File: config.mk
export PLATFORM = sky130hd
export DESIGN_NAME = riscv_fetch_stage_flat
export DESIGN_NICKNAME = d
export VERILOG_FILES = /design/src/rtl/riscv_pkg.sv /design/src/rtl/riscv_fetch_stage_if.sv /design/src/rtl/if_id_reg.sv /design/src/rtl/riscv_fetch_stage.sv /design/src/flat_wrapper.sv
export SDC_FILE = /design/constraint.sdc
export NUM_CORES = 1
export LEC_CHECK = 0
export CAP_MARGIN = 20
export CORE_MARGIN = 2
export CORE_UTILIZATION = 52
export DETAILED_ROUTE_END_ITERATION = 12
export PLACE_DENSITY = 0.86
export SYNTH_ARGS = -nofsm -noshare
export SYNTH_HDL_FRONTEND = slang
export SYNTH_SLANG_ARGS = --single-unit
export TNS_END_PERCENT = 20
File: constraint.sdc
create_clock -name clk -period 3.8 [get_ports clk]
set_input_delay 0.76 -clock clk [delete_from_list [all_inputs] [get_ports clk]]
set_output_delay 0.76 -clock clk [all_outputs]
set_load 0.03 [all_outputs]
File: src/rtl/riscv_pkg.sv
// Shared core constants: datapath width, reset vector and the canonical NOP.
package riscv_pkg;
  localparam int XLEN = 32;
  localparam logic [31:0] RESET_PC_DEFAULT = 32'h0000_0000;
  localparam logic [31:0] NOP_INSTR = 32'h0000_0013;  // addi x0, x0, 0
endpackage

File: src/rtl/riscv_fetch_stage_if.sv
// Fetch-stage bundle: control from hazard/EX, instruction-memory port, IF/ID outputs.
interface riscv_fetch_stage_if #(
  parameter int XLEN    = 32,
  parameter int IMEM_AW = 8
);
  logic               stall;
  logic               redirect_valid;
  logic [XLEN-1:0]    redirect_pc;
  logic [IMEM_AW-1:0] imem_addr;
  logic [31:0]        imem_rdata;
  logic [XLEN-1:0]    if_id_pc;
  logic [XLEN-1:0]    if_id_pc4;
  logic [31:0]        if_id_instr;
  logic               if_id_valid;
  logic               misalign_err;
  logic [31:0]        fetch_count;

  // master is the fetch stage; slave is the surrounding pipeline and memory
  modport master (
    input  stall, redirect_valid, redirect_pc, imem_rdata,
    output imem_addr, if_id_pc, if_id_pc4, if_id_instr, if_id_valid,
    output misalign_err, fetch_count
  );
  modport slave (
    output stall, redirect_valid, redirect_pc, imem_rdata,
    input  imem_addr, if_id_pc, if_id_pc4, if_id_instr, if_id_valid,
    input  misalign_err, fetch_count
  );
endinterface

File: src/rtl/if_id_reg.sv
// IF/ID pipeline register: 1-cycle latency; hold freezes all fields, flush inserts a NOP bubble
// while keeping the previous pc/pc4 so decode still sees a stable address.
module if_id_reg
  import riscv_pkg::*;
#(
  parameter int XLEN = riscv_pkg::XLEN
) (
  input  logic            clk,
  input  logic            rst,
  input  logic            hold,
  input  logic            flush,
  input  logic [XLEN-1:0] d_pc,
  input  logic [31:0]     d_instr,
  output logic [XLEN-1:0] pc,
  output logic [XLEN-1:0] pc4,
  output logic [31:0]     instr,
  output logic            valid
);
  always_ff @(posedge clk) begin
    if (rst) begin
      pc    <= '0;
      pc4   <= XLEN'(4);
      instr <= NOP_INSTR;
      valid <= 1'b0;
    end else if (flush) begin
      instr <= NOP_INSTR;
      valid <= 1'b0;
    end else if (!hold) begin
      pc    <= d_pc;
      pc4   <= d_pc + XLEN'(4);
      instr <= d_instr;
      valid <= 1'b1;
    end
  end
endmodule

File: src/rtl/riscv_fetch_stage.sv
// Instruction fetch: PC register, next-PC mux, IF/ID register and fetch counter.
// 1-cycle fetch latency; stall holds everything, redirect overrides stall and costs one bubble.
module riscv_fetch_stage
  import riscv_pkg::*;
#(
  parameter int              XLEN     = riscv_pkg::XLEN,
  parameter logic [XLEN-1:0] RESET_PC = XLEN'(RESET_PC_DEFAULT),
  parameter int              IMEM_AW  = 8
) (
  input logic                 clk,
  input logic                 rst,
  riscv_fetch_stage_if.master bus
);
  logic [XLEN-1:0] pc;
  logic            misalign_q;
  logic [31:0]     fetch_count_q;

  wire advance = !bus.redirect_valid && !bus.stall;

  always_ff @(posedge clk) begin
    if (rst) begin
      pc            <= RESET_PC;
      misalign_q    <= 1'b0;
      fetch_count_q <= '0;
    end else begin
      misalign_q <= bus.redirect_valid && (bus.redirect_pc[1:0] != 2'b00);
      if (bus.redirect_valid) begin
        pc <= {bus.redirect_pc[XLEN-1:2], 2'b00};
      end else if (!bus.stall) begin
        pc            <= pc + XLEN'(4);
        fetch_count_q <= fetch_count_q + 32'd1;
      end
    end
  end

  // word address wraps with the memory size rather than the full PC range
  assign bus.imem_addr    = pc[IMEM_AW+1:2];
  assign bus.misalign_err = misalign_q;
  assign bus.fetch_count  = fetch_count_q;

  if_id_reg #(.XLEN(XLEN)) u_if_id (
    .clk     (clk),
    .rst     (rst),
    .hold    (!advance),
    .flush   (bus.redirect_valid),
    .d_pc    (pc),
    .d_instr (bus.imem_rdata),
    .pc      (bus.if_id_pc),
    .pc4     (bus.if_id_pc4),
    .instr   (bus.if_id_instr),
    .valid   (bus.if_id_valid)
  );
endmodule

File: src/flat_wrapper.sv
// flat-port wrapper written by rule: the top's interface ports become plain ports
module riscv_fetch_stage_flat import riscv_pkg::*;
#(
  parameter int              XLEN     = riscv_pkg::XLEN,
  parameter logic [XLEN-1:0] RESET_PC = XLEN'(RESET_PC_DEFAULT),
  parameter int              IMEM_AW  = 8
)
  (clk, rst, bus_stall, bus_redirect_valid, bus_redirect_pc, bus_imem_rdata, bus_imem_addr, bus_if_id_pc, bus_if_id_pc4, bus_if_id_instr, bus_if_id_valid, bus_misalign_err, bus_fetch_count);
  riscv_fetch_stage_if #(.XLEN(XLEN), .IMEM_AW(IMEM_AW)) bus_i ();
  input logic clk;
  input logic rst;
  input wire logic [$bits(bus_i.stall)-1:0] bus_stall;
  input wire logic [$bits(bus_i.redirect_valid)-1:0] bus_redirect_valid;
  input wire logic [$bits(bus_i.redirect_pc)-1:0] bus_redirect_pc;
  input wire logic [$bits(bus_i.imem_rdata)-1:0] bus_imem_rdata;
  output wire logic [$bits(bus_i.imem_addr)-1:0] bus_imem_addr;
  output wire logic [$bits(bus_i.if_id_pc)-1:0] bus_if_id_pc;
  output wire logic [$bits(bus_i.if_id_pc4)-1:0] bus_if_id_pc4;
  output wire logic [$bits(bus_i.if_id_instr)-1:0] bus_if_id_instr;
  output wire logic [$bits(bus_i.if_id_valid)-1:0] bus_if_id_valid;
  output wire logic [$bits(bus_i.misalign_err)-1:0] bus_misalign_err;
  output wire logic [$bits(bus_i.fetch_count)-1:0] bus_fetch_count;
  assign bus_i.stall = bus_stall;
  assign bus_i.redirect_valid = bus_redirect_valid;
  assign bus_i.redirect_pc = bus_redirect_pc;
  assign bus_i.imem_rdata = bus_imem_rdata;
  assign bus_imem_addr = bus_i.imem_addr;
  assign bus_if_id_pc = bus_i.if_id_pc;
  assign bus_if_id_pc4 = bus_i.if_id_pc4;
  assign bus_if_id_instr = bus_i.if_id_instr;
  assign bus_if_id_valid = bus_i.if_id_valid;
  assign bus_misalign_err = bus_i.misalign_err;
  assign bus_fetch_count = bus_i.fetch_count;
  riscv_fetch_stage #(.XLEN(XLEN), .RESET_PC(RESET_PC), .IMEM_AW(IMEM_AW)) u_core (.clk(clk), .rst(rst), .bus(bus_i));
endmodule
==> qor.txt <==
=================================================================================
Maxcap violations                                                               0
Setup repair after global routing missed its margin                         false
Largest net degree at the start of global routing                              59
Final cell count without fillers                                             1202
CTS tree                                                                      yes
Syn Area/Cell                                                            8.34 µm²
DRT Wirelength                                                           20700 µm
Path type of the worst setup path                                          in2reg
Post-layout util                                                            73.2%
Capturing element type of the critical path                                  flop
Width of the die                                                           122 µm
Share of cells above drive strength 1                                       6.14%
Share of async-settable or async-resettable flops after synthesis              0%
Cell leakage power                                                     0.00329 µW
Number of antenna violations at the first check in global routing               0
Setup bufs post-CTS                                                             0
Number of iterations in the first detailed-routing pass                        10
Category of the worst setup path launch point                           input pin
Core box area                                                          0.0133 mm²
Slew Limit Fails                                                                0
Clock network fraction of total power                                       44.2%
Cell at the root of the clock tree                                   sky130_fd_sc_hd__clkbuf_16
Number of instances in the synthesized netlist                                862
Relative max-transition margin                                              42.6%
Quantity of I/O buffers inserted on ports                                     201
Post-cts gate resize count                                                      0
Transition time of the tightest slew-check pin                           0.861 ns
CTS sink cnt                                                                  156
I/O pin total                                                                 206
Clock-pin transition on the worst setup and hold timing paths             0.06 ns
Number of synthesized register bits                                           156
Depth of the CTS H-tree                                                         4
Launch point of the critical path                                    bus_redirect_valid
Startpoint of the most critical register-to-register path            u_core.bus.fetch_count[0]$_SDFFE_PP0P_
Fin Setup TNS                                                                0 ns
Worst Hold Class                                                          reg2reg
Post-synthesis sequential area ratio                                        43.5%
Most used flip-flop cell after synthesis                             sky130_fd_sc_hd__dfxtp_1
Via count                                                                    7060
Net switching power figure                                                1030 µW
Hold bufs inserted after CTS                                                    0
Vert. Die Dim                                                              122 µm
Number of flops mapped to enable cells by yosys                                 0
DRC Markers                                                                     0
Status                                                                  completed
Number of buffers between clock root and the deepest sink                       2
Antenna violation net count after detailed routing                              0
Critical path data required time                                          4.12 ns
Leading cell type in the layout, fill and taps excluded              sky130_fd_sc_hd__clkdlybuf4s50_1
Initial core utilization                                                    53.8%
Power density over the cells                                           418 mW/mm²
Fraction of power consumed by sequential logic                              43.6%
Portion of synthesized cell area occupied by the leading cell type          43.5%
Share of power burned in combinational logic                                12.3%
Internal power summed over all cells                                      3060 µW
Total Power                                                               4080 µW
Worst hold path startpoint                                           u_core.u_if_id.pc[21]$_SDFFE_PP0P_
Switching fraction of total power                                           25.1%
Count of endpoints failing hold in the final timing report                      0
Commonest cells after routing, fill and taps aside                   sky130_fd_sc_hd__clkdlybuf4s50_1, sky130_fd_sc_hd__dfxtp_1, sky130_fd_sc_hd__nor2_1
Via count of the first global-routing pass                                   6690
Maximum fanout along the worst path                                            20
Area enclosed by the die boundary                                      0.0148 mm²
DRT iter0 DRCs                                                                766
Wire length of the first global-routing pass                             32700 µm
Min cycle time layout                                                     2.88 ns
GP Congestion                                                               0.900
Max Freq                                                                  347 MHz
Maximum resistive drop on vdd                                              345 µV
Period Utilization, post-route                                              75.8%
Worst-case clock skew                                                  0.00721 ns
CTS Buf Count                                                                  17
Ys Warns                                                                        0
Detailed-placement wirelength estimate                                   14100 µm
Data arrival time at the worst-slack endpoint                             3.20 ns
Synthesis-to-layout area growth                                             35.9%
N_diodes                                                                        0
Largest area contributor in the synthesized netlist                  sky130_fd_sc_hd__dfxtp_1
Per-cell routed wire length                                               17.2 µm
Aggregate global-route resource usage                                       28.0%
Insertion delay of the later-clocked pin in the worst-skew pair           0.43 ns
GR Overflow Total                                                               0
Setup-violating endpoint count in the final report                              0
Number of cell rows                                                            42
Distinct cell type count after synthesis                                       48
Total number of nets in the final design                                     1083
Cells taking the most area after synthesis                           sky130_fd_sc_hd__dfxtp_1, sky130_fd_sc_hd__nor2_1, sky130_fd_sc_hd__nand2_1
Number of placed cells counting well taps                                    1170
Post-Syn Area                                                         0.00719 mm²
Post-detailed-route via-to-cell ratio                                        5.87
=================================================================================
-- state kept, by name, summed over array words and instances (netlist names) --
register	flops
u_core.bus.fetch_count	32
u_core.bus.misalign_err	1
u_core.pc	30
u_core.u_if_id.instr	32
u_core.u_if_id.pc	30
u_core.u_if_id.pc4	30
u_core.u_if_id.valid	1
-- cells by family after synthesis --
family | share of synthesized area, %
AOI/OAI and AO/OA | 15.2
xor gates and xnor gates | 3.78
adders and majority gates | 0.348
buffers and inverters | 6.62
DFF | 43.5
muxes | 5.07
other | 0.0522
and+or+nand+nor | 25.5
-- power by group through the flow --
stage / registers (µW) / logic [µW] / clock network, µW
2_1_floorplan: 1860 / 238 / 0
3_3_place_gp: 1810 / 488 / 0
3_5_place_dp: 1810 / 497 / 0
4_1_cts: 1780 / 501 / 1820
5_1_grt: 1790 / 536 / 1890
6_report: 1780 / 500 / 1800
-- critical path: stages --
cell                              delay, ns
sky130_fd_sc_hd__clkdlybuf4s50_1       0.44
sky130_fd_sc_hd__or3b_1                0.48
sky130_fd_sc_hd__or4_1                 0.74
sky130_fd_sc_hd__nor4_1                0.40
sky130_fd_sc_hd__mux2_2                0.37
-- synthesized netlist by cell type, types with 4 or more instances --
cell type	n
sky130_fd_sc_hd__o31ai_1	22
sky130_fd_sc_hd__nand4_1	21
sky130_fd_sc_hd__nand3_1	17
sky130_fd_sc_hd__buf_1	7
sky130_fd_sc_hd__or3_1	16
sky130_fd_sc_hd__and3_1	4
sky130_fd_sc_hd__clkbuf_1	50
sky130_fd_sc_hd__xnor2_1	21
sky130_fd_sc_hd__nor4_1	20
sky130_fd_sc_hd__inv_1	21
sky130_fd_sc_hd__o31a_1	4
sky130_fd_sc_hd__or2_2	5
sky130_fd_sc_hd__a211oi_1	22
sky130_fd_sc_hd__buf_4	15
sky130_fd_sc_hd__a21oi_1	55
sky130_fd_sc_hd__or4_1	28
sky130_fd_sc_hd__a311oi_1	25
sky130_fd_sc_hd__nor2_1	107
sky130_fd_sc_hd__buf_2	12
sky130_fd_sc_hd__nand2_1	103
sky130_fd_sc_hd__o21ai_0	15
sky130_fd_sc_hd__a2111oi_0	11
sky130_fd_sc_hd__dfxtp_1	156
sky130_fd_sc_hd__xor2_1	10
sky130_fd_sc_hd__and4_1	8
sky130_fd_sc_hd__nand2b_1	4
sky130_fd_sc_hd__nor2b_1	5
sky130_fd_sc_hd__mux2i_1	33
sky130_fd_sc_hd__nor3_1	16
-- through the flow --
step	hold WS, ns	worst slack, ns	cell area (µm²)
after CTS	0.455	0.935	9770
after global placement	0.441	0.578	9140
after global routing	0.471	0.828	9770
after detailed placement	0.446	0.492	9140
after floorplan	0.444	1.23	7200
final	0.454	0.921	9770
-- final cells by class --
| type | instances | area, µm² |
|---|---|---|
| clock buffers | 21 | 460 |
| clock inverters | 11 | 166 |
| fillers | 1003 | 3580 |
| inverters | 21 | 78.8 |
| multi-input cells | 602 | 3610 |
| flip-flops and latches | 156 | 3120 |
| well taps | 176 | 220 |
| repair buffers | 215 | 2110 |
-- layer usage --
layer | wire (µm) | GRT usage [%] | up-vias
met1 | 8230 | 33.7 | 3297
li1 | - | - | 3379
met2 | 10100 | 46.2 | 332
met3 | 1810 | 8.61 | 52
met4 | 610 | 12.1 | 0
met5 | 0 | 0 | -
-- final timing paths --
check                                                               end  slack, ns  cells after the start
worst max register to register  u_core.bus.fetch_count[30]$_SDFFE_PP0P_       1.17                      5
worst min-delay path                 u_core.u_if_id.pc[21]$_SDFFE_PP0P_       0.45                      2
worst min register to register       u_core.u_if_id.pc[21]$_SDFFE_PP0P_       0.45                      2
worst max-delay path            u_core.bus.fetch_count[30]$_SDFFE_PP0P_       0.92                      5
(Power assumes the default switching activity.)
